**src/rtl/secuenciador_memoria_pkg.sv**
```systemverilog
// Shared types and default sizes for the waveform playback sequencer.
package secuenciador_memoria_pkg;

  typedef enum logic [1:0] {
    IDLE  = 2'd0,
    RUN   = 2'd1,
    DRAIN = 2'd2
  } estado_t;

  localparam int M_DEF     = 12;
  localparam int AW_DEF    = 10;
  localparam int DEPTH_DEF = 150;
  localparam int DIV_W_DEF = 8;

endpackage

```
**src/rtl/secuenciador_memoria_generador_tick.sv**
```systemverilog
// Loadable pacing divider: latches div on load and ticks once every div+1 enabled cycles.
module generador_tick #(
  parameter int DIV_W = 8
) (
  input  logic             clk,
  input  logic             reset,
  input  logic             load,
  input  logic             enable,
  input  logic [DIV_W-1:0] div,
  output logic             tick
);

  logic [DIV_W-1:0] div_lat;
  logic [DIV_W-1:0] div_cnt;

  // Loading the counter with div itself makes the first enabled cycle a tick.
  always_ff @(posedge clk or negedge reset) begin
    if (!reset) begin
      div_lat <= '0;
      div_cnt <= '0;
    end else if (load) begin
      div_lat <= div;
      div_cnt <= div;
    end else if (enable) begin
      div_cnt <= tick ? '0 : div_cnt + 1'b1;
    end
  end

  assign tick = enable && (div_cnt == div_lat);

endmodule

```
**src/rtl/secuenciador_memoria.sv**
```systemverilog
// Per-channel ROM playback controller: paced address generation, 2-cycle read pipeline,
// one-shot or wrapping playback with busy/done status.
module secuenciador_memoria
  import secuenciador_memoria_pkg::*;
#(
  parameter int M     = M_DEF,
  parameter int AW    = AW_DEF,
  parameter int DEPTH = DEPTH_DEF,
  parameter int DIV_W = DIV_W_DEF
) (
  input  logic             clk,
  input  logic             reset,
  input  logic             start,
  input  logic             stop,
  input  logic             mode_cont,
  input  logic [DIV_W-1:0] div,
  output logic [AW-1:0]    dir,
  input  logic [M-1:0]     mem_data,
  output logic [M-1:0]     sample,
  output logic             sample_valid,
  output logic             busy,
  output logic             done
);

  localparam logic [AW-1:0] LAST = AW'(DEPTH - 1);

  estado_t       state;
  estado_t       state_next;
  logic [AW-1:0] dir_next;
  logic          mode_lat;
  logic          p1;
  logic          load;
  logic          issue;
  logic          tick;

  generador_tick #(
    .DIV_W(DIV_W)
  ) u_tick (
    .clk   (clk),
    .reset (reset),
    .load  (load),
    .enable(state == RUN),
    .div   (div),
    .tick  (tick)
  );

  // stop outranks a same-cycle tick, so no new read is issued on the way out.
  always_comb begin
    state_next = state;
    dir_next   = dir;
    load       = 1'b0;
    issue      = 1'b0;
    case (state)
      IDLE: begin
        if (start && !stop) begin
          state_next = RUN;
          dir_next   = '0;
          load       = 1'b1;
        end
      end
      RUN: begin
        if (stop) begin
          state_next = DRAIN;
        end else if (tick) begin
          issue = 1'b1;
          if (dir != LAST) begin
            dir_next = dir + AW'(1);
          end else if (mode_lat) begin
            dir_next = '0;
          end else begin
            state_next = DRAIN;
          end
        end
      end
      DRAIN: begin
        if (!p1) state_next = IDLE;
      end
      default: state_next = IDLE;
    endcase
  end

  always_ff @(posedge clk or negedge reset) begin
    if (!reset) begin
      state        <= IDLE;
      dir          <= '0;
      mode_lat     <= 1'b0;
      p1           <= 1'b0;
      sample       <= '0;
      sample_valid <= 1'b0;
    end else begin
      state        <= state_next;
      dir          <= dir_next;
      p1           <= issue;
      sample_valid <= p1;
      if (load) mode_lat <= mode_cont;
      if (p1)   sample   <= mem_data;
    end
  end

  assign busy = (state == RUN) || (state == DRAIN);
  assign done = (state == DRAIN) && !p1;

endmodule

```
**config.mk**
```make
export PLATFORM = sky130hd
export DESIGN_NAME = secuenciador_memoria
export DESIGN_NICKNAME = d
export VERILOG_FILES = /design/src/rtl/secuenciador_memoria_pkg.sv /design/src/rtl/secuenciador_memoria_generador_tick.sv /design/src/rtl/secuenciador_memoria.sv
export SDC_FILE = /design/constraint.sdc
export NUM_CORES = 1
export LEC_CHECK = 0
export ABC_AREA = 0
export CAP_MARGIN = 10
export CORE_UTILIZATION = 25
export CTS_CLUSTER_SIZE = 28
export DETAILED_ROUTE_END_ITERATION = 16
export PLACE_DENSITY = 0.41
export SYNTH_ARGS = -nofsm -noshare
export SYNTH_HDL_FRONTEND = slang
export SYNTH_SLANG_ARGS = --single-unit
```
**constraint.sdc**
```tcl
create_clock -name clk -period 3.78 [get_ports clk]
set_clock_uncertainty 0.1 [all_clocks]
set_input_delay 0.756 -clock clk [delete_from_list [all_inputs] [get_ports clk]]
set_output_delay 0.756 -clock clk [all_outputs]
set_load 0.02 [all_outputs]
```
==> results of run 1 <==
stage by stage:
stage / setup slack [ns] / hold WS [ns] / power, mW
floorplan: 1.688 / 0.3380 / 1.136
global placement: 1.014 / 0.3851 / 1.357
detailed placement: 0.9889 / 0.3841 / 1.354
CTS: 1.151 / 0.4050 / 1.734
global route: 1.059 / 0.4216 / 1.844
finish: 1.194 / 0.3945 / 1.699
Yosys cell counts, drive strengths merged:
master,count,area [sq um]
xnor2,8,70.07
a41oi,2,17.52
and2,2,12.51
inv,8,30.03
a31oi,11,68.82
a21boi,1,7.510
and4,1,8.760
and3,6,37.54
nand2,37,138.9
nand2b,5,31.28
or3b,1,8.760
nor2,10,37.54
o32a,1,10.01
a211oi,1,7.510
o22ai,1,6.260
or2,2,12.52
o221ai,1,15.01
buf,3,20.01
or4b,1,13.76
or3,3,18.77
nor3,5,41.29
ha,6,75.07
a21oi,7,35.03
a21o,3,22.52
dfrtp,43,1076
nand4bb,1,11.26
nand3b,2,15.01
nand4,6,37.54
nor3b,3,22.52
a32oi,1,8.760
nand3,7,35.03
mux2i,1,10.01
o21bai,1,7.510
o22a,1,8.760
clkbuf,6,22.52
nor2b,5,31.28
o21ai,8,40.04
a211o,1,8.760
mux2,14,157.7
nor4,2,12.51
state kept, by name (all words and copies together), names as in the netlist:
| name | flops |
|---|---|
| dir | 10 |
| mode_lat | 1 |
| p1 | 1 |
| sample | 12 |
| sample_valid | 1 |
| state | 2 |
| u_tick.div_cnt | 8 |
| u_tick.div_lat | 8 |
worst max-delay path, cell delays in order (launching register included):
cell and delay (ns):
dfrtp_1 0.42, inv_1 0.09, ha_1 0.16, nor2b_1 0.14, clkdlybuf4s50_1 0.63
worst paths after layout:
| kind | startpoint | endpoint |
|---|---|---|
| min in group asynchronous | reset | sample[3] |
| min reg2reg | mode_lat | mode_lat |
| max reg2reg | state[1] | dir[2] |
| max in group asynchronous | reset | u_tick.div_cnt[3] |
| max | state[0] | done |
| min | mode_lat | mode_lat |
cell families (layout without fill, tap and decap cells):
kind of cell               Yosys count  after routing
adders and majority gates            6              6
and+or+nand+nor                     99             99
buffers and inverters               17             67
AOI/OAI and AO/OA                   40             40
xor gates and xnor gates             8              8
DFF                                 43             43
muxes                               15             15
power by group through the flow:
| stage | combinational (mW) | clock [mW] | sequential, mW |
|---|---|---|---|
| 6_report | 0.648 | 0.365 | 0.685 |
| 2_1_floorplan | 0.458 | 0 | 0.678 |
| 5_1_grt | 0.735 | 0.401 | 0.708 |
| 3_5_place_dp | 0.657 | 0 | 0.697 |
| 4_1_cts | 0.662 | 0.385 | 0.687 |
| 3_3_place_gp | 0.662 | 0 | 0.695 |
cell type report:
type	count	area share, %
multi-input cells	168	37.31
flip-flops and latches	43	36.38
repair buffers	51	16.92
well taps	108	4.569
clock buffers	5	2.327
clock inverters	3	1.481
inverters	8	1.015
layer usage:
metal,up-vias,part of all wire [%]
met4,0,0.79
met5,-,0
li1,905,-
met3,5,4.1
met1,880,50
met2,49,45
==> out/qor.yml, run 1 <==
timing.reg2reg.setup_slack_ns: 1.24
antenna_left: 0
clkPwrFrac_pct: 21.5
place_congestion: 0.7776
wl_per_cell_um: 14.10
syn-num-nets: 259
numClockSinks: 43
start_kind: "flop"
numPortBuffers: 49
setup_violations: 0
synth_top_family_by_area: "simple AND/OR/NAND/NOR gates"
worst_pin_slew_ns: 0.9940
die_height_um: 96.92
synth_xor_area_share_pct: 3.111
start_util_pct: 25.82
syn_area_per_cell_sq_um: 9.878
outcome: "finished clean"
rows: 34
fin_cells: 386
max_freq_mhz: 386.7
post-route-period-util_pct: 68.41
vias: 1839
p_leak_nw: 1.257
final_cell_area_sq_um: 2958
power.internal_mw: 1.075
hpwl_mm: 3.787
path_clk_slew_ns: 0.08
ys_ff_latch: 43
min_path_type: "flop to flop"
p_comb_share_pct: 38.2
final_cell_mix: "48 x clkdlybuf4s50_1, 43 x dfrtp_1, 37 x nand2_1"
pwr-share-seq_pct: 40.3
fp.coreArea_sq_um: 8721
globalRouteMet3Util_pct: 2.818
hold_viol: 0
slew_headroom_pct: 33.73
synth-compound-area-share_pct: 11.72
ir_drop_mv: 0.2551
fin_util_pct: 33.92
final_common_cell: "clkdlybuf4s50_1"
syn_inst: 228
grt_max_degree: 44
drv_slew: 0
clk-insertion-delay-late_ns: 0.30
fin_crit_ns: 2.586
io_pins: 50
regArea_sq_um: 1076
fin_setup_tns_ns: 0
totalWireLength_mm: 5.443
synth-simple-area-share_pct: 23.39
antenna_found_initial: 0
p_per_area_nw_per_um2: 574.2
synth-adder-area-share_pct: 3.333
grt.met2_usage_pct: 19.01
critPathKind: "flop to output pin"
first_global_vias: 1853
detail_route.vias_per_cell: 4.764
area_growth_pct: 31.33
reg2reg_depth: 7
worstSetupEndpointType: "output pin"
layout.nets: 308
cts_hold_buf: 0
netlist-cell-type-count: 45
cp.arrival_ns: 1.73
grt-ovfl-total: 0
grt_use_total_pct: 12.44
grt_pass1_wl_mm: 9.446
drive_above_1_share_pct: 10.79
yosysWarnings: 0
drc: 0
dp_cells: 378
use_met1_pct: 17.60
dr.first_iter.drc_count: 68
cts_setup_buffers: 0
synth.cell_area_sq_um: 2252
synth_mux_area_share_pct: 7.444
drv_cap: 0
cts-resized-gates: 0
die_w_um: 96.92
cts_root_buf: "clkbuf_8"
hold_depth: 2
n_fill_cell: 892
cp_max_fo: 3
first_pass_iters: 4
rsz0062_at_grt: "no"
yosysSeqAreaShare_pct: 47.78
p_sw_mw: 0.6236
netSwitchingFraction_pct: 36.72
htree_levels: 2
diodes: 0
cts_buffers: 5
worstPathRequired_ns: 2.92
placed_cell_area_sq_um: 2845
cts.path.max_buffers: 2
grt.busiest_layer: "met2"
multi_input_area_sq_um: 1104
die-area_sq_um: 9393
tritoncts: "done"
(Power assumes the default switching activity.)
==> run 2: changes to the inputs <==
==> constraint.sdc (replaced) <==
create_clock -name clk -period 2.6 [get_ports clk]
set_clock_uncertainty 0.1 [all_clocks]
set_input_delay 0.52 -clock clk [delete_from_list [all_inputs] [get_ports clk]]
set_output_delay 0.52 -clock clk [all_outputs]
set_load 0.02 [all_outputs]
==> run 2 against run 1 <==
Final cell count is 2.6% higher. Combinational power is 54% higher. Via count hardly changed. Utilization is 0.59 points higher. Clock power is 22% higher. Sequential power is 43% higher. Wire length is 1.7% higher. Largest cell class unchanged. Setup slack worse by 0.92 ns. Largest power group is now combinational cells. Hold slack worse by 0.21 ns. Global-route usage is 0.087 points lower.
==> out/qor.yml, run 2 (synthesis results as in run 1) <==
hpwl_mm: 3.925
die-area_sq_um: 9393
antenna_found_initial: 0
p_per_area_nw_per_um2: 806.1
cp_max_fo: 3
diodes: 0
drv_slew: 0
drv_cap: 0
top_register: "sample"
antenna_left: 0
worstPathRequired_ns: 1.98
totalWireLength_mm: 5.537
cts.path.max_buffers: 2
area_growth_pct: 33.61
critPathKind: "flop to output pin"
grt_max_degree: 44
dpl_worst_slack_ns: 0.1133
cts-resized-gates: 0
first_pass_iters: 4
p_leak_nw: 1.287
setup_ws_ns: 0.2746
first_global_vias: 1803
n_fill_cell: 923
cts_setup_buffers: 0
die_height_um: 96.92
path_cells: "inv_1, ha_1, nor2b_1, clkdlybuf4s50_1"
tritoncts: "done"
fin_crit_ns: 2.325
io_pins: 50
grt_use_total_pct: 12.35
dr.first_iter.drc_count: 68
cp.arrival_ns: 1.71
path_clk_slew_ns: 0.09
ir_drop_mv: 0.4322
post-route-period-util_pct: 89.44
drive_above_1_share_pct: 13.89
drc: 0
cp_slowest_cell: "clkdlybuf4s50_1"
worst_pin_slew_ns: 0.5822
numPortBuffers: 49
outcome: "finished clean"
slew_headroom_pct: 61.19
cts_root_buf: "clkbuf_8"
clk-insertion-delay-late_ns: 0.30
setup_violations: 0
layout.nets: 318
final_cell_mix: "48 x clkdlybuf4s50_1, 43 x dfrtp_1, 37 x nand2_1"
hold_viol: 0
final_common_cell: "clkdlybuf4s50_1"
top_regs: "sample: 12 flops, dir: 10 flops"
rsz0062_at_grt: "no"
start_util_pct: 25.82
wl_per_cell_um: 13.98
finalPower_mw: 2.426
htree_levels: 2
die_w_um: 96.92
numClockSinks: 43
start_kind: "flop"
grt_pass1_wl_mm: 9.232
min_path_type: "primary input to asynchronous set/reset pin"
place_congestion: 0.8256
max_freq_mhz: 430.0
fin_setup_tns_ns: 0
detail_route.vias_per_cell: 4.646
max_stage_delay_ns: 0.61
fp.coreArea_sq_um: 8721
largest_register_ffs: 12
worstSetupEndpointType: "output pin"
grt-ovfl-total: 0
vias: 1840
rows: 34
cts_buffers: 5
cts_hold_buf: 0
==> run 2: changes by cell type in the layout (fill, tap and decap cells not counted), sizes merged <==
cell / previous run / this run
buf: 3 / 13
bufinv: 1 / 0
clkinv: 2 / 1
clkinvlp: 0 / 2
==> run 2: final timing paths <==
check                                       start                 to  slack (ns)  cells after the start
worst max-delay path                     state[0]               done        0.27                      4
worst min-delay path                        reset          sample[7]        0.19                      2
worst max register to register  u_tick.div_cnt[3]             dir[6]        0.37                      5
worst min register to register  u_tick.div_lat[0]  u_tick.div_lat[0]        0.40                      2
max in group asynchronous                   reset  u_tick.div_cnt[2]        1.80                      2
min in group clk                u_tick.div_lat[0]  u_tick.div_lat[0]        0.40                      2
==> run 2: layout make-up <==
class | instances | area (sq um) | area share [%]
Multi-Input combinational cell | 168 | 1104 | 36.67
Sequential cell | 43 | 1076 | 35.76
Timing Repair Buffer | 61 | 575.6 | 19.13
Tap cell | 108 | 135.1 | 4.491
Clock buffer | 5 | 68.82 | 2.287
Inverter | 8 | 30.03 | 0.9979
Clock inverter | 3 | 20.02 | 0.6653
==> run 2: power by group <==
part,leakage (nW),internal (mW),switching (mW)
logic,0.698,0.487,0.513
registers,0.549,0.828,0.153
clock network,0.0402,0.188,0.258
==> run 2: metal layers <==
| metal | GRT usage, % | wire length [um] | up-vias |
|---|---|---|---|
| li1 | - | - | 927 |
| met4 | 3.904 | 56 | 0 |
| met1 | 17.40 | 2818 | 867 |
| met3 | 3.179 | 220 | 5 |
| met2 | 18.42 | 2443 | 41 |
| met5 | 0 | 0 | - |
==> run 2: worst max-delay path, delay by kind of cell, from the launching register on <==
| kind | cells | cell delay (ns) |
|---|---|---|
| adder cells (fa/ha/maj) | 1 | 0.17 |
| buffers and inverters | 2 | 0.70 |
| flip-flops | 1 | 0.41 |
| AND/OR/NAND/NOR | 1 | 0.13 |
==> run 2: per-stage QoR <==
step,hold slack [ns],cells,instance area [sq um],utilization (%)
final,0.1882,396,3009,34.51
after global routing,0.2412,396,3009,34.51
after CTS,0.2198,396,3009,34.51
after detailed placement,0.3884,388,2920,33.49
after global placement,0.3755,388,2920,33.49
after floorplan,0.1244,228,2252,-
==> run 3: changes to the inputs <==
--- a/config.mk
+++ b/config.mk
@@ -6,6 +6,7 @@
 export NUM_CORES = 1
 export LEC_CHECK = 0
 export ABC_AREA = 0
+export ABC_CLOCK_PERIOD_IN_PS = 2600
 export CAP_MARGIN = 10
 export CORE_UTILIZATION = 25
 export CTS_CLUSTER_SIZE = 28
==> results of run 3 <==
No change in the layout: final DEF, timing and power equal those of run 2.
